<file path="config.mk">
export PLATFORM = sky130hd
export DESIGN_NAME = reflex_gate_sample_feeder
export DESIGN_NICKNAME = d
export VERILOG_FILES = /design/src/rtl/reflex_gate_sample_feeder.sv
export SDC_FILE = /design/constraint.sdc
export NUM_CORES = 1
export LEC_CHECK = 0
export ABC_AREA = 1
export BUFFER_PORTS_ARGS = -buffer_cell sky130_fd_sc_hd__buf_2
export CORE_ASPECT_RATIO = 0.75
export CORE_MARGIN = 1.5
export CORE_UTILIZATION = 55
export DETAILED_ROUTE_END_ITERATION = 6
export GPL_ROUTABILITY_DRIVEN = 1
export MAX_ROUTING_LAYER = met4
export PLACE_DENSITY = 0.79
export SYNTH_ARGS = -nofsm -noshare
export SYNTH_HDL_FRONTEND = slang
export SYNTH_SLANG_ARGS = --single-unit
</file>
<file path="constraint.sdc">
create_clock -name clk -period 3.4 [get_ports clk]
set_input_delay 0.68 -clock clk [delete_from_list [all_inputs] [get_ports clk]]
set_output_delay 0.68 -clock clk [all_outputs]
set_load 0.05 [all_outputs]
</file>
<file path="src/rtl/reflex_gate_sample_feeder.sv">
// Producer side of the reflex kernel gate input: timestamps phase/QSFS samples and emits a
// registered dt_us/dphi_e4/qsfs_e4 bundle with a frame-coherent constant. Optional REFLEX_FEED_STATS_EN adds frame/saturation counters.
module reflex_gate_sample_feeder #(
    parameter int CONST_W      = 64,
    parameter int DT_W         = 32,
    parameter int DPHI_W       = 16,
    parameter int QSFS_W       = 16,
    parameter int TICKS_PER_US = 100
) (
    input  logic               clk,
    input  logic               rst_n,
    input  logic               cfg_we,
    input  logic [CONST_W-1:0] cfg_wdata,
    input  logic               s_valid,
    output logic               s_ready,
    input  logic [DPHI_W-1:0]  s_phase_e4,
    input  logic [QSFS_W-1:0]  s_qsfs_e4,
    output logic               m_valid,
    input  logic               m_ready,
    output logic [CONST_W-1:0] packed_const,
    output logic [DT_W-1:0]    dt_us,
    output logic [DPHI_W-1:0]  dphi_e4,
    output logic [QSFS_W-1:0]  qsfs_e4
`ifdef REFLEX_FEED_STATS_EN
    ,
    output logic [31:0]        frame_cnt,
    output logic [15:0]        sat_cnt
`endif
);

    localparam int PRE_W = (TICKS_PER_US > 1) ? $clog2(TICKS_PER_US) : 1;
    localparam logic [PRE_W-1:0]  PRE_LAST = PRE_W'(TICKS_PER_US - 1);
    localparam logic [DT_W-1:0]   DT_MAX   = {DT_W{1'b1}};
    localparam logic [DPHI_W-1:0] DPHI_MIN = {1'b1, {(DPHI_W-1){1'b0}}};
    localparam logic [DPHI_W-1:0] DPHI_MAX = {1'b0, {(DPHI_W-1){1'b1}}};

    typedef enum logic [0:0] {
        ST_PRIME = 1'b0,
        ST_RUN   = 1'b1
    } state_t;

    // Magnitude of the wrapped phase step; the most negative step clamps to the largest positive value.
    function automatic logic [DPHI_W-1:0] phase_step_mag(input logic [DPHI_W-1:0] cur,
                                                         input logic [DPHI_W-1:0] prev);
        logic [DPHI_W-1:0] diff;
        diff = cur - prev;
        if (diff == DPHI_MIN) begin
            return DPHI_MAX;
        end else if (diff[DPHI_W-1]) begin
            return (~diff) + {{(DPHI_W-1){1'b0}}, 1'b1};
        end else begin
            return diff;
        end
    endfunction

    function automatic logic phase_step_sat(input logic [DPHI_W-1:0] cur,
                                            input logic [DPHI_W-1:0] prev);
        logic [DPHI_W-1:0] diff;
        diff = cur - prev;
        return (diff == DPHI_MIN);
    endfunction

    state_t              r_state;
    state_t              w_state_nxt;
    logic                w_s_ready;
    logic                w_accept;
    logic                w_emit;
    logic                w_load;
    logic                w_tick;
    logic [PRE_W-1:0]    r_presc;
    logic [PRE_W-1:0]    w_presc_nxt;
    logic [DT_W-1:0]     r_us_ctr;
    logic [DT_W-1:0]     w_us_ctr_nxt;
    logic [CONST_W-1:0]  r_shadow;
    logic [DPHI_W-1:0]   r_prev_phase;
    logic                r_m_valid;
    logic [CONST_W-1:0]  r_const;
    logic [DT_W-1:0]     r_dt;
    logic [DPHI_W-1:0]   r_dphi;
    logic [QSFS_W-1:0]   r_qsfs;

    assign w_accept = s_valid & w_s_ready;
    assign w_emit   = r_m_valid & m_ready;
    assign w_load   = w_accept & (r_state == ST_RUN);
    assign w_tick   = (r_presc == PRE_LAST);

    assign s_ready      = w_s_ready;
    assign m_valid      = r_m_valid;
    assign packed_const = r_const;
    assign dt_us        = r_dt;
    assign dphi_e4      = r_dphi;
    assign qsfs_e4      = r_qsfs;

    // Handshake readiness and next state; the output register is one deep, so RUN refills on emit.
    always_comb begin
        w_s_ready   = 1'b0;
        w_state_nxt = r_state;
        case (r_state)
            ST_PRIME: begin
                w_s_ready = 1'b1;
                if (s_valid) begin
                    w_state_nxt = ST_RUN;
                end else begin
                    w_state_nxt = ST_PRIME;
                end
            end
            ST_RUN: begin
                w_s_ready   = (~r_m_valid) | m_ready;
                w_state_nxt = ST_RUN;
            end
            default: begin
                w_s_ready   = 1'b0;
                w_state_nxt = ST_PRIME;
            end
        endcase
    end

    // State register.
    always_ff @(posedge clk or negedge rst_n) begin
        if (!rst_n) begin
            r_state <= ST_PRIME;
        end else begin
            r_state <= w_state_nxt;
        end
    end

    // Microsecond timer next values: an accept clears it and wins over a coincident tick.
    always_comb begin
        w_presc_nxt  = r_presc;
        w_us_ctr_nxt = r_us_ctr;
        if (w_accept) begin
            w_presc_nxt  = {PRE_W{1'b0}};
            w_us_ctr_nxt = {DT_W{1'b0}};
        end else if (w_tick) begin
            w_presc_nxt = {PRE_W{1'b0}};
            if (r_us_ctr != DT_MAX) begin
                w_us_ctr_nxt = r_us_ctr + {{(DT_W-1){1'b0}}, 1'b1};
            end else begin
                w_us_ctr_nxt = r_us_ctr;
            end
        end else begin
            w_presc_nxt  = r_presc + PRE_W'(1);
            w_us_ctr_nxt = r_us_ctr;
        end
    end

    // Timer registers.
    always_ff @(posedge clk or negedge rst_n) begin
        if (!rst_n) begin
            r_presc  <= {PRE_W{1'b0}};
            r_us_ctr <= {DT_W{1'b0}};
        end else begin
            r_presc  <= w_presc_nxt;
            r_us_ctr <= w_us_ctr_nxt;
        end
    end

    // Shadow constant and last accepted phase.
    always_ff @(posedge clk or negedge rst_n) begin
        if (!rst_n) begin
            r_shadow     <= {CONST_W{1'b0}};
            r_prev_phase <= {DPHI_W{1'b0}};
        end else begin
            if (cfg_we) begin
                r_shadow <= cfg_wdata;
            end else begin
                r_shadow <= r_shadow;
            end
            if (w_accept) begin
                r_prev_phase <= s_phase_e4;
            end else begin
                r_prev_phase <= r_prev_phase;
            end
        end
    end

    // Output bundle register; the constant is captured only here so it cannot change mid-hold.
    always_ff @(posedge clk or negedge rst_n) begin
        if (!rst_n) begin
            r_m_valid <= 1'b0;
            r_const   <= {CONST_W{1'b0}};
            r_dt      <= {DT_W{1'b0}};
            r_dphi    <= {DPHI_W{1'b0}};
            r_qsfs    <= {QSFS_W{1'b0}};
        end else if (w_load) begin
            r_m_valid <= 1'b1;
            r_const   <= cfg_we ? cfg_wdata : r_shadow;
            r_dt      <= r_us_ctr;
            r_dphi    <= phase_step_mag(s_phase_e4, r_prev_phase);
            r_qsfs    <= s_qsfs_e4;
        end else if (w_emit) begin
            r_m_valid <= 1'b0;
        end else begin
            r_m_valid <= r_m_valid;
        end
    end

`ifdef REFLEX_FEED_STATS_EN
    logic [31:0] r_frame_cnt;
    logic [15:0] r_sat_cnt;
    logic        w_sat_evt;

    assign w_sat_evt = w_load & ((r_us_ctr == DT_MAX) | phase_step_sat(s_phase_e4, r_prev_phase));
    assign frame_cnt = r_frame_cnt;
    assign sat_cnt   = r_sat_cnt;

    // Frame counter wraps; saturation counter sticks at its maximum.
    always_ff @(posedge clk or negedge rst_n) begin
        if (!rst_n) begin
            r_frame_cnt <= 32'd0;
            r_sat_cnt   <= 16'd0;
        end else begin
            if (w_emit) begin
                r_frame_cnt <= r_frame_cnt + 32'd1;
            end else begin
                r_frame_cnt <= r_frame_cnt;
            end
            if (w_sat_evt && (r_sat_cnt != 16'hFFFF)) begin
                r_sat_cnt <= r_sat_cnt + 16'd1;
            end else begin
                r_sat_cnt <= r_sat_cnt;
            end
        end
    end
`endif

endmodule
</file>
After elaboration in Yosys (flattened, before gate mapping):

Index checks and enable logic that the tools add are counted.

* bits in read-only memories: 0
* bits in writable memories: 0
* input port bits: 101
* output and inout port bits: 130
* word-level logic and storage cells: 41
* bits in latches: 0
* register bits: 249
* memories kept: 0

* order comparisons: 0
* reduce and logical (&&, ||, !) cells: 4
* bitwise logic cells: 7
* divide/modulo/power cells: 0
* multiply operators: 0
* add/sub/neg operators: 4
* shift-type cells: 0
* mux-type cells: 13
* equal/unequal tests: 3

Operators with widths (number)
* $mux 32: 3
* $mux 64: 1
* $add 32x1->32 const B: 1
* $mux 16: 2
* $ne 32x32->1 const B: 1
* $add 16x1->16 const B: 1
* $eq 16x16->1 const B: 1
* $not 16->16: 1
* $sub 16x16->16: 1
* $mux 7: 2
* $add 7x1->7 const B: 1
* $eq 7x7->1 const B: 1
* $reduce_bool 2->1: 3
* $pmux 1 s2: 2
* $and 1x1->1: 3
* $mux 1: 3
* $not 1->1: 2
* $reduce_and 2->1: 1
* $or 1x1->1: 1

Depth between registers and ports, before layout:

* depth after elaboration: 6
* gate-level depth with buffers: 20
* gate-level depth less buffers: 20

Worst setup path after synthesis:

Ideal clock, no wire load.

* path type: in2reg
* start point: input s_phase_e4[0]
* end point: register r_dphi[10], in the netlist dphi_e4[10]
* path buffers: 0
* setup time: 118 ps
* setup slack: 747 ps
* stages on the path: 19
* data arrival time: 2535 ps
* cell sequence: inv_1 -> ha_1 -> inv_1 -> fa_1 -> inv_1 -> ha_1 -> inv_1 -> nor2_1 -> nand2_1 -> nor2_1 -> nand2_1 -> nor2_2 -> nand2_1 -> nand2_1 -> nand2_1 -> nand2_1 -> nand2_1 -> nand2_1 -> nand2_1

* longest elaborated chain between the ends: 5

Ends and longest elaborated chain
* start, declared: RTL line 16 `input logic [DPHI_W-1:0] s_phase_e4,`
* $sub 16x16->16 (*): RTL line 46 `diff = cur - prev;`
* $not 16->16: RTL line 50 `return (~diff) + {{(DPHI_W-1){1'b0}}, 1'b1};`
* $add 16x1->16: RTL line 50
* $mux 16: RTL line 49 `end else if (diff[DPHI_W-1]) begin`
* $mux 16 (*): RTL line 47 `if (diff == DPHI_MIN) begin`
* end signal, assigned: RTL line 183 `r_dphi <= {DPHI_W{1'b0}};`
* end signal, assigned: RTL line 189 `r_dphi <= phase_step_mag(s_phase_e4, r_prev_phase);`
* end, declared: RTL line 79 `logic [DPHI_W-1:0] r_dphi;`

Every way passes the cells marked *; elsewhere a longest branch is shown, timed or not.
A chain may end at the register's enable or synchronous reset.

Final worst setup path:

* start point: register r_prev_phase[0]
* end point: register r_dphi[13], in the netlist dphi_e4[13]

* longest elaborated chain between the ends: 5

Ends and longest elaborated chain
* start, declared: RTL line 75 `logic [DPHI_W-1:0] r_prev_phase;`
* start signal, assigned: RTL line 162 `r_prev_phase <= {DPHI_W{1'b0}};`
* start signal, assigned: RTL line 170 `r_prev_phase <= s_phase_e4;`
* start signal, assigned: RTL line 172 `r_prev_phase <= r_prev_phase;`
* $sub 16x16->16 (*): RTL line 46
* $not 16->16: RTL line 50
* $add 16x1->16: RTL line 50
* $mux 16: RTL line 49
* $mux 16 (*): RTL line 47

Marks and branches as above.

==> impl_metrics.yaml <==
drt:
  wire_per_inst_um: 13.92
  drtPass1Iterations: 5
  drtIter0Drc: 724
  wl_met3_mm: 1.588
  topRoutingLayerUsed: "met4"
  post-route-drc-count: 0
  met2_wirelength_mm: 12.88
  vias: 10230
  drt-total-wl_mm: 28.17
  ant_nets: 0
  via_per_inst: 5.053
  drt-met1-wl_mm: 13.17
global_route:
  grt_start_max_net_pins: 216
  grt_pass1_vias: 9336
  antenna_found_initial: 0
  gr-total-overflow: 0
  grt_pass1_wl_mm: 45.62
  groute.usage.overall_pct: 25.30
setup_path:
  worstPathArrival_ns: 3.20
  startpoint_type: "flip-flop"
  cp-end-kind: "flip-flop"
  required_ns: 3.85
  critPathMaxStageDelay_ns: 0.45
  regToRegEndpoint: "dphi_e4[13]"
  cp_common_cell: "nor2_1"
  r2r_slack_ns: 0.64
  path_class: "reg2reg"
  slowest_stage: "fa_1"
  worstPathMaxFanout: 12
  timing.rr.start: "r_prev_phase[0]"
  crit_chain: "ha_1 > inv_1 > fa_1 > inv_1 > ha_1 > inv_1 > nor2_1 > nand3_1 > nor2_1 > nand3_1 > nor2_2 > nand3_2 > nand2_1 > nor2_1 > nor2_1"
  r2r_cells: 15
floorplanning:
  core_area_um2: 21240
  start_util_pct: 56.33
  die_h_um: 130.7
  fp.dieArea_um2: 22650
  rows: 46
  pin_count: 231
  die_width_um: 173.3
placement:
  dp_hpwl_mm: 20.06
  routabilityCongestion: 0.9411
  port_buffers: 230
  dpl-instance-area_um2: 13370
  place_ws_ns: 0.2600
sta:
  slew_viol_final: 0
  slew_headroom_pct: 34.80
  setup_violations: 0
  max_freq_mhz: 362.5
  period_share_pct: 81.15
  rsz0062_at_grt: "no"
  hold_ws_ns: 0.1374
  tightest_slew_ns: 0.9780
  hold_violations: 0
  layout_min_cycle_time_ns: 2.759
  tns_ns: 0
  skew_ns: 0.01244
  setup_ws_ns: 0.6410
clocking:
  cts.sinks: 249
  post_cts_resized: 0
  cts_setup_buffers: 0
  postCtsHoldBufs: 0
  clock_latency_ns: 0.52
  path_clk_slew_ns: 0.06
  htree_levels: 1
  cts_tree: "built"
  clk_path_buf_depth: 3
  numCtsBuffers: 26
  cts_root_buf: "clkbuf_16"
layout:
  final_area_um2: 14200
  fill_cells: 1766
  layout.nets: 1839
  final_util_pct: 66.84
  drive_gt1_share_pct: 19.12
  syn2layout_area_growth_pct: 18.67
  diodes: 0
yosys:
  ys_ff_latch: 249
  async_reset_ff_share_pct: 100.0
  synth_area_per_cell_um2: 7.954
  synth_nets: 1624
  syn_area_um2: 11960
  synth_cell_types: 38
  ys_warn_count: 0
  synth_seq_area_share_pct: 52.09
  synth_edf_count: 0
  syn_inst: 1504
  synthFlopType: "dfrtp_1"
job:
  maxCapViolCount: 0
min_path:
  min_path_type: "in2async"
pwr:
  p_leak_nw: 7.462
  max-vdd-ir-drop_mv: 0.4775
  powerDensity_nw_per_um2: 615.9
outcome:
  status: "finished clean"
-- cell type report --
cell class	count	area [um^2]	area share, %
sequential	249	6231	43.89
clock inverter	11	76.32	0.5376
timing repair buffer	243	1299	9.149
tap	288	360.3	2.538
inverter	236	885.9	6.240
multi-input combinational	963	4592	32.35
clock buffer	34	752.0	5.297
-- cell usage after synthesis, types with 4 or more instances --
cell,count,area share [%]
a21oi_1,16,0.67
buf_2,20,0.84
buf_4,5,0.31
clkbuf_1,27,0.85
dfrtp_1,249,52
ha_1,18,1.9
inv_1,228,7.2
inv_2,8,0.25
nand2_1,494,16
nand2_2,8,0.42
nand3_1,50,2.1
nand3_2,9,0.75
nand4_1,13,0.68
nor2_1,65,2.0
nor2_2,8,0.42
nor3_1,26,1.1
nor4_1,7,0.37
o21ai_0,177,7.4
o21ai_1,4,0.17
o31ai_1,22,1.4
or2_2,4,0.21
xor2_1,23,1.7
-- per-layer routing --
metal,up-vias,track usage (%)
li1,5119,-
met1,4767,35.38
met2,303,39.22
met3,38,4.138
met4,0,5.524
met5,-,-
-- stage by stage --
step	total power, W	instances
2_1_floorplan	0.005378	1504
3_3_place_gp	0.006007	1979
3_5_place_dp	0.006059	1979
4_1_cts	0.008800	2024
5_1_grt	0.009180	2024
6_report	0.008743	2024
-- placed cells by master, fill, tap and decap left out, types with 4 or more instances in the layout --
cell type  count
nand2_1      493
dfrtp_1      249
inv_1        228
buf_2        228
o21ai_0      177
nor2_1        65
nand3_1       50
clkbuf_16     27
nor3_1        26
xor2_1        23
o31ai_1       22
ha_1          18
a21oi_1       16
nand4_1       13
buf_4         11
nand3_2        9
nand2_2        8
nor2_2         8
inv_2          8
nor4_1         7
clkinv_2       7
clkbuf_8       5
or2_2          4
o21ai_1        4
-- sequential cells by signal, indices dropped and copies added, names as in the netlist --
signal,flops
r_presc,7
qsfs_e4,16
r_prev_phase,16
dphi_e4,16
r_shadow,64
r_state,1
dt_us,32
packed_const,64
r_us_ctr,32
m_valid,1
-- worst max-delay path, delay by kind of cell, from the launching register on --
| kind | cells | cell delay, ns |
|---|---|---|
| flip-flops | 1 | 0.40 |
| buffers and inverters | 3 | 0.32 |
| adder cells (fa/ha/maj) | 3 | 0.82 |
| AND/OR/NAND/NOR | 9 | 1.13 |
-- where the power goes --
part / switching, W / leakage, nW / total [W] / internal [W]
combinational: 0.00189 / 3.97 / 0.00252 / 0.000629
sequential: 0.000188 / 3.07 / 0.00350 / 0.00331
clock: 0.00116 / 0.414 / 0.00272 / 0.00156
total: 0.00324 / 7.46 / 0.00874 / 0.00550
-- kinds of logic after synthesis --
group / share of synthesized area [%]
simple gates: 24.14
buf+inv: 9.591
flops: 52.09
compound gates: 10.23
xor+xnor: 1.904
fa+ha+maj: 2.050
-- worst max-delay path by stage --
stage / from / end / slack (ns) / cells past startpoint
6_report: r_prev_phase[0] / dphi_e4[13] / 0.64 / 15
3_3_place_gp: s_phase_e4[0] / dphi_e4[13] / 0.36 / 17
3_5_place_dp: s_phase_e4[0] / dphi_e4[13] / 0.26 / 17
2_1_floorplan: s_phase_e4[0] / dphi_e4[10] / 0.75 / 19
5_1_grt: r_prev_phase[0] / dphi_e4[7] / 0.41 / 15
4_1_cts: r_prev_phase[0] / dphi_e4[13] / 0.65 / 15
(Power assumes the default switching activity.)
